[src/rtl/filter_stream_pkg.sv]
// rtl/filter_stream_pkg.sv - shared defaults, state encoding and width helper for the sample feeder
package filter_stream_pkg;

    localparam int DEFAULT_N     = 7;
    localparam int DEFAULT_DEPTH = 16;
    localparam int DEFAULT_DIV_W = 8;

    typedef enum logic {
        ST_IDLE = 1'b0,
        ST_RUN  = 1'b1
    } state_t;

    function automatic int clog2(input int value);
        int result;
        result = 0;
        while ((1 << result) < value) begin
            result = result + 1;
        end
        return result;
    endfunction

endpackage

[src/rtl/sample_fifo.sv]
// rtl/sample_fifo.sv - DEPTH-entry sample buffer with synchronous push/pop and occupancy count
module sample_fifo
    import filter_stream_pkg::*;
#(
    parameter int W     = 8,
    parameter int DEPTH = 16
) (
    input  logic                    clk,
    input  logic                    rst,
    input  logic                    push,
    input  logic [W-1:0]            push_data,
    input  logic                    pop,
    output logic [W-1:0]            pop_data,
    output logic                    full,
    output logic                    empty,
    output logic [clog2(DEPTH):0]   level
);

    localparam int PW = clog2(DEPTH);

    logic [W-1:0]  mem [DEPTH];
    logic [PW-1:0] wptr;
    logic [PW-1:0] rptr;

    assign full     = (level == (PW+1)'(DEPTH));
    assign empty    = (level == '0);
    assign pop_data = mem[rptr];

    // Storage carries no reset; validity is tracked entirely by the pointers and level.
    always_ff @(posedge clk) begin
        if (push) begin
            mem[wptr] <= push_data;
        end
    end

    always_ff @(posedge clk or posedge rst) begin
        if (rst) begin
            wptr  <= '0;
            rptr  <= '0;
            level <= '0;
        end else begin
            if (push) begin
                wptr <= wptr + PW'(1);
            end
            if (pop) begin
                rptr <= rptr + PW'(1);
            end
            case ({push, pop})
                2'b10:   level <= level + (PW+1)'(1);
                2'b01:   level <= level - (PW+1)'(1);
                default: level <= level;
            endcase
        end
    end

endmodule

[src/rtl/filter_sample_feeder.sv]
// rtl/filter_sample_feeder.sv - buffers host samples and replays them onto the filter x port at a set rate
module filter_sample_feeder
    import filter_stream_pkg::*;
#(
    parameter int N     = DEFAULT_N,
    parameter int DEPTH = DEFAULT_DEPTH,
    parameter int DIV_W = DEFAULT_DIV_W
) (
    input  logic                    clk,
    input  logic                    rst,
    input  logic [N:0]              in_data,
    input  logic                    in_valid,
    output logic                    in_ready,
    input  logic                    start,
    input  logic                    stop,
    input  logic [DIV_W-1:0]        rate_div,
    output logic [N:0]              x,
    output logic                    x_valid,
    output logic                    busy,
    output logic                    underflow,
    output logic [clog2(DEPTH):0]   level
);

    state_t            state;
    state_t            state_next;
    logic [DIV_W-1:0]  div_q;
    logic [DIV_W-1:0]  cnt;
    logic              tick;
    logic              push;
    logic              pop;
    logic              full;
    logic              empty;
    logic [N:0]        head;

    assign in_ready = !full && !rst;
    assign push     = in_valid && in_ready;
    assign busy     = (state == ST_RUN);

    // A start or stop pulse restarts the divider, so no tick fires in that cycle.
    assign tick = (state == ST_RUN) && !start && !stop && (cnt == div_q);
    assign pop  = tick && !empty;

    sample_fifo #(
        .W     (N + 1),
        .DEPTH (DEPTH)
    ) u_fifo (
        .clk       (clk),
        .rst       (rst),
        .push      (push),
        .push_data (in_data),
        .pop       (pop),
        .pop_data  (head),
        .full      (full),
        .empty     (empty),
        .level     (level)
    );

    always_comb begin
        state_next = state;
        if (stop) begin
            state_next = ST_IDLE;
        end else if (start) begin
            state_next = ST_RUN;
        end
    end

    always_ff @(posedge clk or posedge rst) begin
        if (rst) begin
            state <= ST_IDLE;
        end else begin
            state <= state_next;
        end
    end

    always_ff @(posedge clk or posedge rst) begin
        if (rst) begin
            div_q <= '0;
            cnt   <= '0;
        end else begin
            if (start) begin
                div_q <= rate_div;
            end
            if (start || stop || tick) begin
                cnt <= '0;
            end else if (state == ST_RUN) begin
                cnt <= cnt + DIV_W'(1);
            end
        end
    end

    always_ff @(posedge clk or posedge rst) begin
        if (rst) begin
            x         <= '0;
            x_valid   <= 1'b0;
            underflow <= 1'b0;
        end else begin
            x_valid <= pop;
            if (pop) begin
                x <= head;
            end
            if (start) begin
                underflow <= 1'b0;
            end else if (tick && empty) begin
                underflow <= 1'b1;
            end
        end
    end

endmodule

[config.mk]
export PLATFORM = sky130hd
export DESIGN_NAME = filter_sample_feeder
export DESIGN_NICKNAME = d
export VERILOG_FILES = /design/src/rtl/filter_stream_pkg.sv /design/src/rtl/sample_fifo.sv /design/src/rtl/filter_sample_feeder.sv
export SDC_FILE = /design/constraint.sdc
export NUM_CORES = 1
export LEC_CHECK = 0
export ABC_AREA = 0
export ABC_CLOCK_PERIOD_IN_PS = 5240
export CAP_MARGIN = 20
export CORE_MARGIN = 3
export CORE_UTILIZATION = 50
export CTS_BUF_LIST = sky130_fd_sc_hd__clkbuf_4 sky130_fd_sc_hd__clkbuf_8 sky130_fd_sc_hd__clkbuf_16
export DETAILED_ROUTE_END_ITERATION = 7
export PLACE_DENSITY = 0.68
export RECOVER_POWER = 50
export SLEW_MARGIN = 15
export SYNTH_ARGS = -nofsm -noshare
export SYNTH_HDL_FRONTEND = slang
export SYNTH_SLANG_ARGS = --single-unit
[constraint.sdc]
create_clock -name clk -period 5.24 [get_ports clk]
set_input_delay 0.524 -clock clk [delete_from_list [all_inputs] [get_ports clk]]
set_output_delay 0.524 -clock clk [all_outputs]
set_load 0.01 [all_outputs]
# Yosys cells after proc, flatten, opt, wreduce, memory -nomap -nowiden
# Memories as Yosys holds them, arrays and structs flattened. A register that Yosys moved wholly into a read port is not among the register bits.
# Index checks and enable logic that the tools add are counted.
# W data, S select, Z words.
[totals]
reg_bits = 32
mem_bits_rw = 128
input_bits = 21
output_inout_bits = 17
elab_cells = 46
mem_count = 1
[op_classes]
n_addsub = 5
eq_ne = 4
muxes = 9
n_reduce_logical = 19
[mem_list]
columns = ["memory", "words", "word_bits", "rd", "rd_clocked_by_memory_dff", "write_ports", "line", "text"]
rows = [
  ["u_fifo.mem", 16, 8, 1, 1, 1, "sample_fifo.sv:21", "logic [W-1:0] mem [DEPTH];"],
]
[op_table]
columns = ["operator", "n"]
rows = [
  ["$mux W8", 2],
  ["$pmux W5 S2", 1],
  ["$add A4 B1 Y4 const B", 2],
  ["$add A8 B1 Y8 const B", 1],
  ["$eq A8 B8 Y1", 1],
  ["$reduce_bool A2 Y1", 4],
  ["$logic_and A1 B1 Y1", 7],
  ["$mux W1", 6],
  ["$add A5 B1 Y5 const B", 1],
  ["$eq A5 B5 Y1 const B", 1],
  ["$logic_not A1 Y1", 5],
  ["$logic_not A5 Y1", 1],
  ["$sub A5 B1 Y5 const B", 1],
  ["$eq A2 B1 Y1 const B", 1],
  ["$eq A2 B2 Y1 const B", 1],
  ["$logic_or A1 B1 Y1", 2],
]

# Logic depth before layout (Yosys ltp)
# Gate-level depths: netlist of run 1.
[depth]
depth_word = 7
depth_mapped = 13
mapped_depth_nobuf = 12

# By module
# From an unflattened synthesis of run 1, not the netlist that was laid out.
[hier_totals]
hier_cells = 395
area_unflattened_um2 = 6998.0
[modules_own_cells]
columns = ["mod", "n_inst", "cells_per_inst", "area_per_inst_um2", "seq_area_each_um2"]
rows = [
  ["sample_fifo", 1, 294, 5776.8, 4169.0],
  ["filter_sample_feeder", 1, 101, 1221.2, 675.6],
]

# Least setup slack after synthesis of run 1
# No wires, ideal clock.
[synth_path]
path_kind = "register -> register"
start = "register u_fifo.level[0]"
end = "register u_fifo.level[4]"
setup_time_ns = 0.079
arrival_ns = 2.638
t_required_ns = 5.161
path_slack_ns = 2.522
stages_incl_launch_ff = 14
path_buffers = 1
period_less_slack_ns = 2.718
cell_sequence = "dfrtp_1 > nor4_1 > a21oi_1 > and2_1 > buf_2 > inv_1 > ha_1 > inv_1 > fa_1 > nor2b_1 > o21ai_0 > and3_1 > nor3_1 > xor2_1"
[synth_between]
elab_chain_len = 6
word_cells_on_any_way = 13
cone_classes = "add/sub: 2; eq/ne: 3; mux: 1; reduce/logical: 7"
[synth_rtl]
columns = ["element", "line", "text"]
rows = [
  ["from (decl)", "sample_fifo.sv:16", "output logic [clog2(DEPTH):0] level"],
  ["from (signal assigned)", "sample_fifo.sv:49", "2'b10: level <= level + (PW+1)'(1);"],
  ["from (signal assigned)", "sample_fifo.sv:50", "2'b01: level <= level - (PW+1)'(1);"],
  ["from (signal assigned)", "sample_fifo.sv:51", "default: level <= level;"],
  ["$eq A5 B5 Y1 (*)", "sample_fifo.sv:25", "assign full = (level == (PW+1)'(DEPTH));"],
  ["$logic_not A1 Y1 (*)", "filter_sample_feeder.sv:35", "assign in_ready = !full && !rst;"],
  ["$logic_and A1 B1 Y1 (*)", "filter_sample_feeder.sv:35", ""],
  ["named net in_ready", "filter_sample_feeder.sv:13", "output logic in_ready,"],
  ["$logic_and A1 B1 Y1 (*)", "filter_sample_feeder.sv:36", "assign push = in_valid && in_ready;"],
  ["$eq A2 B1 Y1 / $eq A2 B2 Y1 (equally long branches)", "sample_fifo.sv:48", "case ({push, pop})"],
  ["$pmux W5 S2 / $reduce_bool A2 Y1 (equally long branches)", "--", ""],
]
# The timed path passes the listed nets; every way through them passes the cells marked *.
# A chain may end at the register's enable or synchronous reset.

# Worst setup path after layout of run 1
[layout_path]
start = "input port start"
end = "register u_fifo.level[4]"
[layout_between]
elab_chain_len = 7
word_cells_on_any_way = 9
cone_classes = "eq/ne: 2; mux: 1; reduce/logical: 6"
[layout_rtl]
columns = ["element", "line", "text"]
rows = [
  ["from (decl)", "filter_sample_feeder.sv:14", "input logic start,"],
  ["$logic_not A1 Y1 (*)", "filter_sample_feeder.sv:40", "assign tick = (state == ST_RUN) && !start && !stop && (cnt == div_q);"],
  ["$logic_and A1 B1 Y1 (*) (3 in series)", "filter_sample_feeder.sv:40", ""],
  ["$logic_and A1 B1 Y1 (*)", "filter_sample_feeder.sv:41", "assign pop = tick && !empty;"],
  ["$eq A2 B1 Y1 / $eq A2 B2 Y1 (equally long branches)", "sample_fifo.sv:48", ""],
  ["$pmux W5 S2 / $reduce_bool A2 Y1 (equally long branches)", "--", ""],
]
# Every way passes the cells marked *; elsewhere a longest branch is shown, timed or not.

==> impl_metrics.toml, run 1 <==
[die]
die_h_um = 124
fp.coreArea_sq_um = 13400
die_w_um = 124
io_pins = 38
die_area_sq_um = 15300
start_util_pct = 51.7
rows = 42

[synth]
ys_ff_latch = 168
synthesis.nets = 449
synth_ff_type = "edfxtp_1"
synth.distinct_cells = 42
synth-edff-count = 128
yosysWarnings = 0
synth_area_per_cell_sq_um = 16.6
synth_seq_area_share_pct = 69.9
synth_top_area_cell = "edfxtp_1"
synth_area_leaders = "edfxtp_1 55%, dfrtp_1 14%, mux4_2 7.8%"
netlist_instances = 417
synth_top_area_share_pct = 55.5
syn_area_sq_um = 6930
async_flop_share_pct = 23.8

[route]
wl_per_cell_um = 20.0
drt_iter0_markers = 291
vias_per_cell = 5.48
dr_total_vias = 3551
ant_nets = 0
dr.pass1.iters = 4
drc = 0
routed_wl_um = 12900

[cells_and_area]
syn_to_final_growth_pct = 16.1
drive_gt1_share_pct = 17.6
fillCellCount = 987
fin_util_pct = 60.1
stdcell_area_sq_um = 8050
final-instance-count-excl-fill = 648
nets = 491
antenna_cells = 0

[setup_path]
worstSetupPathType = "primary input to flip-flop"
worst-path-max-fanout = 22
cp_top_family = "buffers and inverters"
crit_slowest_cell = "dlygate4sd3_1"
critPathArrivalTime_ns = 3.71
r2r_setup_slack_ns = 2.23
critPathCaptureType = "flip-flop"
critPathMaxStageDelay_ns = 0.74
start_kind = "primary input"
r2r_start = "busy"
reg2reg_to = "u_fifo.level[4]"
cp.required_ns = 5.58
cp_num_buf_inv = 3
path_depth = 13
rr_worst_depth = 12
cp_cell_sequence = "dlygate4sd3_1 -> nor3b_2 -> nand4_1 -> nor4_4 -> buf_4 -> ha_1 -> inv_1 -> fa_1 -> nor2b_1 -> o21ai_0 -> and3_1 -> nor3_1 -> xor2_1"

[power]
pwr-share-comb_pct = 9.8
switchingPower_uw = 774
cellPowerDensity_nw_per_um2 = 400
power.internal_mw = 2.44
p_clk_share_pct = 40.4
power.leakage_nw = 2.75
netSwitchingFraction_pct = 24.1
pwr-share-seq_pct = 49.8
ir_worst_vdd_v = 0.000307

[global_route]
grt_pass1_vias = 3629
grt_antenna_before_repair = 0
gr-usage-all-layers_pct = 18.6
grt_start_max_net_pins = 41
use_met1_pct = 28.4
gr-total-overflow = 0
grt_pass1_wl_um = 20600
grt_use_met3_pct = 4.90
grt_util_met2_pct = 26.6
busiest_layer = "met1"

[sta]
finalMaxSlewViolations = 41
skew_ns = 0.0143
fmax_mhz = 297
finalSetupTns_ns = 0
worst_slew_pin_slew_ns = 2.12
rsz0062_at_grt = "no"
maxSlewHeadroom_pct = -41.2
setup_viol = 0
final-hold-violation-count = 0
finalCritPeriodShare_pct = 64.3
fin_hold_ws_ns = 0.507
period_minus_slack_ns = 3.37

[run_status]
outcome = "finished, violations left"
violations = "max-capacitance violations, max-slew violations"

[hold_path]
min_to = "underflow"
hold_path_depth = 2
hold_class = "flip-flop to flip-flop"
hold_start = "underflow"

[clock_tree]
ctsResizeCount = 0
cts_setup_buffers = 0
clkTransAtPathRegs_ns = 0.06
root_buffer = "clkbuf_16"
cts_inserted_buffers = 17
cts_tree = "done"
clock_path_buffers = 2
clock_sinks = 168
clock_latency_ns = 0.43
hold_buffers = 0
htree_levels = 4

[place]
dp.final_hpwl_um = 8270
routabilityCongestion = 0.787
io_buffers = 37
dp.cells = 616
dpl-instance-area_sq_um = 7430

[run]
maxCapViolations = 1
==> metal layers <==
layer | vias up | routed length, um
met5 | - | 0
met4 | 0 | 152
met3 | 18 | 663
met2 | 84 | 5850
met1 | 1796 | 6270
li1 | 1653 | -
==> final cells by class <==
class	instances	area (sq um)	area share, %
flip-flops and latches	168	4850	60.2
clock buffers	18	433	5.38
repair buffers	45	427	5.30
inverters	8	30.0	0.373
well taps	176	220	2.74
multi-input cells	219	1900	23.7
clock inverters	14	188	2.33
==> per-stage QoR <==
step | power [mW] | worst slack (ns)
CTS | 3.24 | 1.92
global placement | 1.93 | 1.62
global route | 3.34 | 1.61
detailed placement | 1.95 | 1.48
floorplan | 1.80 | 2.52
finish | 3.22 | 1.87
==> placed cells by master, fill, tap and decap left out, types with 4 or more instances in the layout <==
cell type / n
edfxtp_1: 128
nor3_1: 5
inv_1: 8
inv_6: 4
dlygate4sd3_1: 10
o21ai_0: 4
nor2_1: 41
a22oi_1: 7
mux4_2: 24
xnor2_1: 15
nand3_1: 9
mux2_2: 10
a21oi_1: 11
nand4_1: 6
clkdlybuf4s50_1: 27
xor2_1: 7
a31oi_1: 8
clkbuf_16: 17
buf_4: 7
mux2i_1: 18
dfrtp_1: 39
ha_1: 10
nand2_1: 20
==> sequential cells by signal, summed over array words and instances, names as in the netlist <==
signal        count
u_fifo.mem      128
cnt               8
div_q             8
x                 8
u_fifo.level      5
u_fifo.rptr       4
u_fifo.wptr       4
busy              1
underflow         1
x_valid           1
==> cells in the mapped netlist, types with 9 or more instances <==
cell type    n
edfxtp_1   128
nor2_1      41
dfrtp_1     40
mux4_2      24
nand2_1     20
mux2i_1     18
xnor2_1     15
a21oi_1     11
ha_1        10
mux2_2      10
nand3_1      9
==> logic make-up after synthesis <==
logic type / share of synthesized area (%)
multiplexers: 12.0
adder cells (fa/ha/maj): 2.09
XOR/XNOR: 3.49
buffers and inverters: 2.60
AND/OR/NAND/NOR: 6.92
flip-flops: 69.9
AO/OA/AOI/OAI: 2.96
==> power groups by stage <==
stage	clock network (mW)	logic [mW]	registers [mW]
after global placement	0	0.308	1.62
after detailed placement	0	0.318	1.63
after CTS	1.32	0.320	1.60
after floorplan	0	0.199	1.60
final	1.30	0.315	1.60
after global routing	1.38	0.354	1.61
==> worst max-delay path by stage <==
stage / from / endpoint
detailed placement: start / u_fifo.level[4]
finish: start / u_fifo.level[4]
floorplan: u_fifo.level[0] / u_fifo.level[4]
CTS: start / u_fifo.level[4]
global route: start / u_fifo.level[4]
global placement: start / u_fifo.level[4]
==> worst register-to-register path, delay by kind of cell (launching register included) <==
| family | cells | cell delay [ns] |
|---|---|---|
| AND/OR/NAND/NOR | 6 | 1.06 |
| buffers and inverters | 2 | 0.40 |
| XOR/XNOR | 1 | 0.16 |
| adder cells (fa/ha/maj) | 2 | 0.69 |
| flip-flops | 1 | 0.52 |
| AO/OA/AOI/OAI | 1 | 0.10 |
Power figures use the tool's default switching activity.
==> inputs of run 2 (changes only) <==
--- a/config.mk
+++ b/config.mk
@@ -6,13 +6,13 @@
 export NUM_CORES = 1
 export LEC_CHECK = 0
 export ABC_AREA = 0
-export ABC_CLOCK_PERIOD_IN_PS = 5240
+export ABC_CLOCK_PERIOD_IN_PS = 2900
 export CAP_MARGIN = 20
 export CORE_MARGIN = 3
 export CORE_UTILIZATION = 50
 export CTS_BUF_LIST = sky130_fd_sc_hd__clkbuf_4 sky130_fd_sc_hd__clkbuf_8 sky130_fd_sc_hd__clkbuf_16
 export DETAILED_ROUTE_END_ITERATION = 7
-export PLACE_DENSITY = 0.68
+export PLACE_DENSITY = 0.7
 export RECOVER_POWER = 50
 export SLEW_MARGIN = 15
 export SYNTH_ARGS = -nofsm -noshare
==> constraint.sdc (replaced) <==
create_clock -name clk -period 2.9 [get_ports clk]
set_input_delay 0.29 -clock clk [delete_from_list [all_inputs] [get_ports clk]]
set_output_delay 0.29 -clock clk [all_outputs]
set_load 0.01 [all_outputs]
==> run 2 against run 1 <==
Net effect:
- the flow still finishes with violations (max-capacitance violations, max-slew violations)
- global-route usage decreased by 0.27 points
- final cell count increased by 2.5%
- critical path depth decreased by 2
- wire length decreased by 0.29%
- clock skew decreased by 0.0068 ns
- sequential power increased by 81%
- final area increased by 1.8%
- worst hold slack got worse by 0.21 ns
- clock power increased by 85%
- highest routed layer unchanged
- first-iteration DRC count increased by 4.1%
- register-to-register slack got worse by 2.0 ns
- total power increased by 83%
==> impl_metrics.toml, run 2 (synthesis gave the netlist of run 1 again) <==
[clock_tree]
clkTransAtPathRegs_ns = 0.06
root_buffer = "clkbuf_16"
clock_latency_ns = 0.42
htree_levels = 4
cts_inserted_buffers = 17
clock_path_buffers = 2
clock_sinks = 168
cts_setup_buffers = 0
cts_tree = "done"

[route]
dr_total_vias = 3654
routed_wl_um = 12900
vias_per_cell = 5.50
drt_iter0_markers = 303
ant_nets = 0
drc = 0
wl_per_cell_um = 19.4
dr.pass1.iters = 4

[setup_path]
r2r_setup_slack_ns = 0.20
start_kind = "flip-flop"
worstSetupPathType = "flip-flop to flip-flop"
cp_cell_sequence = "nor4_2 -> and2b_1 -> nor4_4 -> ha_1 -> buf_4 -> ha_1 -> nor2b_1 -> o21ai_0 -> a21oi_1 -> nor3_1 -> xor2_1"
crit_slowest_cell = "dfrtp_1"
critPathArrivalTime_ns = 3.04
cp.required_ns = 3.24
critPathMostFrequentCell = "ha_1"
cp_top_family = "simple AND/OR/NAND/NOR gates"
cp_num_buf_inv = 1
worst-path-max-fanout = 5
critPathCaptureType = "flip-flop"
critPathMaxStageDelay_ns = 0.44

[sta]
setup_slack_ns = 0.200
final-hold-violation-count = 0
finalMaxSlewViolations = 34
finalCritPeriodShare_pct = 93.1
rsz0062_at_grt = "no"
skew_ns = 0.00744
worst_slew_pin_slew_ns = 1.81
fmax_mhz = 370
finalSetupTns_ns = 0
fin_hold_ws_ns = 0.299
maxSlewHeadroom_pct = -20.4
period_minus_slack_ns = 2.70
setup_viol = 0

[die]
die_area_sq_um = 15300
io_pins = 38
die_w_um = 124
start_util_pct = 51.7
rows = 42
die_h_um = 124
fp.coreArea_sq_um = 13400

[global_route]
gr-total-overflow = 0
gr-usage-all-layers_pct = 18.3
grt_antenna_before_repair = 0
grt_util_met2_pct = 28.8
grt_pass1_vias = 3707
busiest_layer = "met2"
grt_start_max_net_pins = 34
use_met1_pct = 25.3
grt_use_met3_pct = 5.63
grt_pass1_wl_um = 20200

[place]
dp.cells = 632
dp.final_hpwl_um = 8400
io_buffers = 37
dp_slack_ns = -0.0158
routabilityCongestion = 0.814
dpl-instance-area_sq_um = 7550

[cells_and_area]
largest_reg_flops = 128
antenna_cells = 0
mostFrequentLayoutCells = "128 x edfxtp_1, 41 x nor2_1, 39 x dfrtp_1"
largest-register = "u_fifo.mem"
drive_gt1_share_pct = 20.3
fin_util_pct = 61.1
nets = 507
syn_to_final_growth_pct = 18.3
final_common_cell = "edfxtp_1"
fillCellCount = 1013
area.sequential_sq_um = 4850
multi_input_area_sq_um = 1920
stdcell_area_sq_um = 8190
final-instance-count-excl-fill = 664

[run_status]
violations = "max-capacitance violations, max-slew violations"
outcome = "finished, violations left"

[hold_path]
hold_class = "primary input to asynchronous set/reset pin"

[power]
total_power_mw = 5.90
cellPowerDensity_nw_per_um2 = 720
power.leakage_nw = 2.85
ir_worst_vdd_v = 0.000687

[run]
maxCapViolations = 1
run 2: changes by cell type in the layout (fill, tap and decap cells not counted), sizes merged:
cell | previous run | this run
clkinvlp | 3 | 1
bufinv | 3 | 4
buf | 7 | 21
clkbuf | 19 | 20
inv | 14 | 13
clkinv | 2 | 5
run 2: what timing repair did:
| item | in CTS | in global routing |
|---|---|---|
| hold buffers | 0 | 0 |
| hold endpoints to repair | 0 | 0 |
| gates resized for setup | 0 | 2 |
| setup endpoints to repair | 0 | 1 |
run 2: per-layer routing:
layer | vias up | part of all wire [%]
met3 | 9 | 4.5
met1 | 1888 | 46
met4 | 0 | 0.78
met2 | 74 | 49
li1 | 1683 | -
met5 | - | 0
run 2: worst register-to-register path, cell delays in order, from the launching register on:
cell	delay (ns)
dfrtp_1	0.44
nor4_2	0.35
and2b_1	0.23
nor4_4	0.07
ha_1	0.20
buf_4	0.15
ha_1	0.32
nor2b_1	0.14
o21ai_0	0.20
a21oi_1	0.10
nor3_1	0.24
xor2_1	0.18
run 2: final cells by class:
cell class,count,area share (%)
clock inverter,15,2.63
tap,176,2.69
inverter,8,0.366
sequential,168,59.1
multi-input combinational,219,23.4
clock buffer,17,5.19
timing repair buffer,61,6.58
run 2: path summary, 6_finish.rpt:
kind / startpoint / end / cells past startpoint
hold reg to reg: u_fifo.level[4] / u_fifo.level[4] / 1
max in group asynchronous: rst / u_fifo.rptr[2] / 3
hold / removal: rst / u_fifo.level[4] / 2
setup / recovery: u_fifo.level[0] / u_fifo.level[4] / 11
min in group clk: rate_div[3] / div_q[3] / 2
setup reg to reg: u_fifo.level[0] / u_fifo.level[4] / 11
run 2: where the power goes:
group          leakage, nW  internal [mW]  total [mW]  switching, mW
Combinational        0.863          0.275       0.596          0.322
Sequential            1.67           2.76        2.89          0.124
Clock                0.314           1.46        2.41          0.950
==> patch (config.mk and constraints of run 2) <==
Set the package constant `DEFAULT_DEPTH` to 8 (it was 16).
--- a/src/rtl/filter_stream_pkg.sv
+++ b/src/rtl/filter_stream_pkg.sv
@@ -2,7 +2,7 @@
 package filter_stream_pkg;
 
     localparam int DEFAULT_N     = 7;
-    localparam int DEFAULT_DEPTH = 16;
+    localparam int DEFAULT_DEPTH = 8;
     localparam int DEFAULT_DIV_W = 8;
 
     typedef enum logic {
Ports: changed (resized level); port bits go from 38 to 37. The function was not compared with the original's and may differ.
==> patch against run 2 <==
Sequential cell count is 67 lower. Wire length is 46% lower. Via count down 40%. Setup slack gained 200 ps. Area after synthesis fell by 38%. Power decreased by 48%. Cell area down 39%. Global-route usage is 2.5 points lower. The flow still finishes with violations (max-capacitance violations, max-slew violations). Fmax up 7.9%.
==> patch: results (changes against run 2) <==
metric,value,unit,change
muxShareOfSynthArea,17.31,%,+5.3 points
use_met3,4.643,%,-0.99 points
r2r_setup_slack,400,ps,+200 ps
cp.arrival,2760,ps,-280 ps
async_reset_ff_share,36.63,%,+13 points
drive_above_1_share,21.17,%,+0.89 points
ys_top_cells_by_count,"edfxtp_1, dfrtp_1, mux2_2, nor2_1, xnor2_1",,
violations,"max-capacitance violations, max-slew violations",,
outcome,"finished, violations left",,
grt_pass1_vias,2250,,-39%
maxCapViolCount,1,,unchanged
hpwlAfterDp,4701,um,-44%
slew_viol_final,38,,+12%
h-tree-depth,3,,-1
irDropWorstVdd,356.3,uV,-48%
ys_seq_area_share,66.78,%,-3.1 points
wl_met3,292,um,-49%
synthesis.nets,275,,-39%
portBuffers,36,,-2.7%
cts.reportedPaths.clkPinSlew,100,ps,+40 ps
slew_headroom,-35.50,%,-15 points
synth.distinct_cells,34,,-19%
track_usage,15.79,%,-2.5 points
grt_pass1_wl,11650,um,-42%
nFillCells,620,,-39%
power.switching,0.0008396,W,-40%
drt_iter0_drc,89,,-71%
cts_buffers,9,,-8
insertion_delay,370,ps,-50 ps
place_congestion,0.7034,,-14%
## patch: cell type report
class / instances / area share [%]
Timing Repair Buffer: 52 / 9.459
Inverter: 4 / 0.3003
Sequential cell: 101 / 56.96
Tap cell: 105 / 2.628
Clock buffer: 9 / 2.477
Multi-Input combinational cell: 134 / 26.65
Clock inverter: 7 / 1.527
## patch: worst paths after layout
check,endpoint,from,cells after the start
max,u_fifo.level[2],cnt[2],10
min,busy,stop,2
max reg2reg,u_fifo.level[2],cnt[2],10
min reg2reg,u_fifo.wptr[0],u_fifo.wptr[0],1
max in group asynchronous,div_q[1],rst,3
min in group asynchronous,u_fifo.level[1],rst,3
## patch: logic make-up after synthesis
logic type	after synthesis
fa+ha+maj	6
mux	44
compound gates	8
xor+xnor	24
simple gates	52
flops	101
buf+inv	13
## patch: stage by stage
step / worst slack, ps / hold WS [ps] / cells / utilization, %
5_1_grt: 122.8 / 487.8 / 412 / 60.55
6_report: 397.4 / 483.0 / 412 / 60.55
3_3_place_gp: 226.7 / 493.7 / 396 / 58.21
4_1_cts: 360.5 / 392.3 / 412 / 60.64
2_1_floorplan: 415.4 / 356.4 / 248 / -
3_5_place_dp: 146.7 / 496.2 / 396 / 58.21
## patch: critical path, stage by stage, from the launching register on
cell and delay (ps):
dfrtp_1 450, xnor2_1 150, nand3_1 200, nor4_1 480, ha_1 330, xor2_1 90
ha_1 180, a21oi_1 140, xor2_1 160, nor2_1 60, xor2_1 140
## patch: power groups by stage
stage	logic, W	clock network [W]	registers [W]
2_1_floorplan	0.000267	0	0.00179
3_3_place_gp	0.000435	0	0.00181
3_5_place_dp	0.000449	0	0.00181
4_1_cts	0.000448	0.000910	0.00178
5_1_grt	0.000481	0.000968	0.00180
6_report	0.000435	0.000877	0.00178
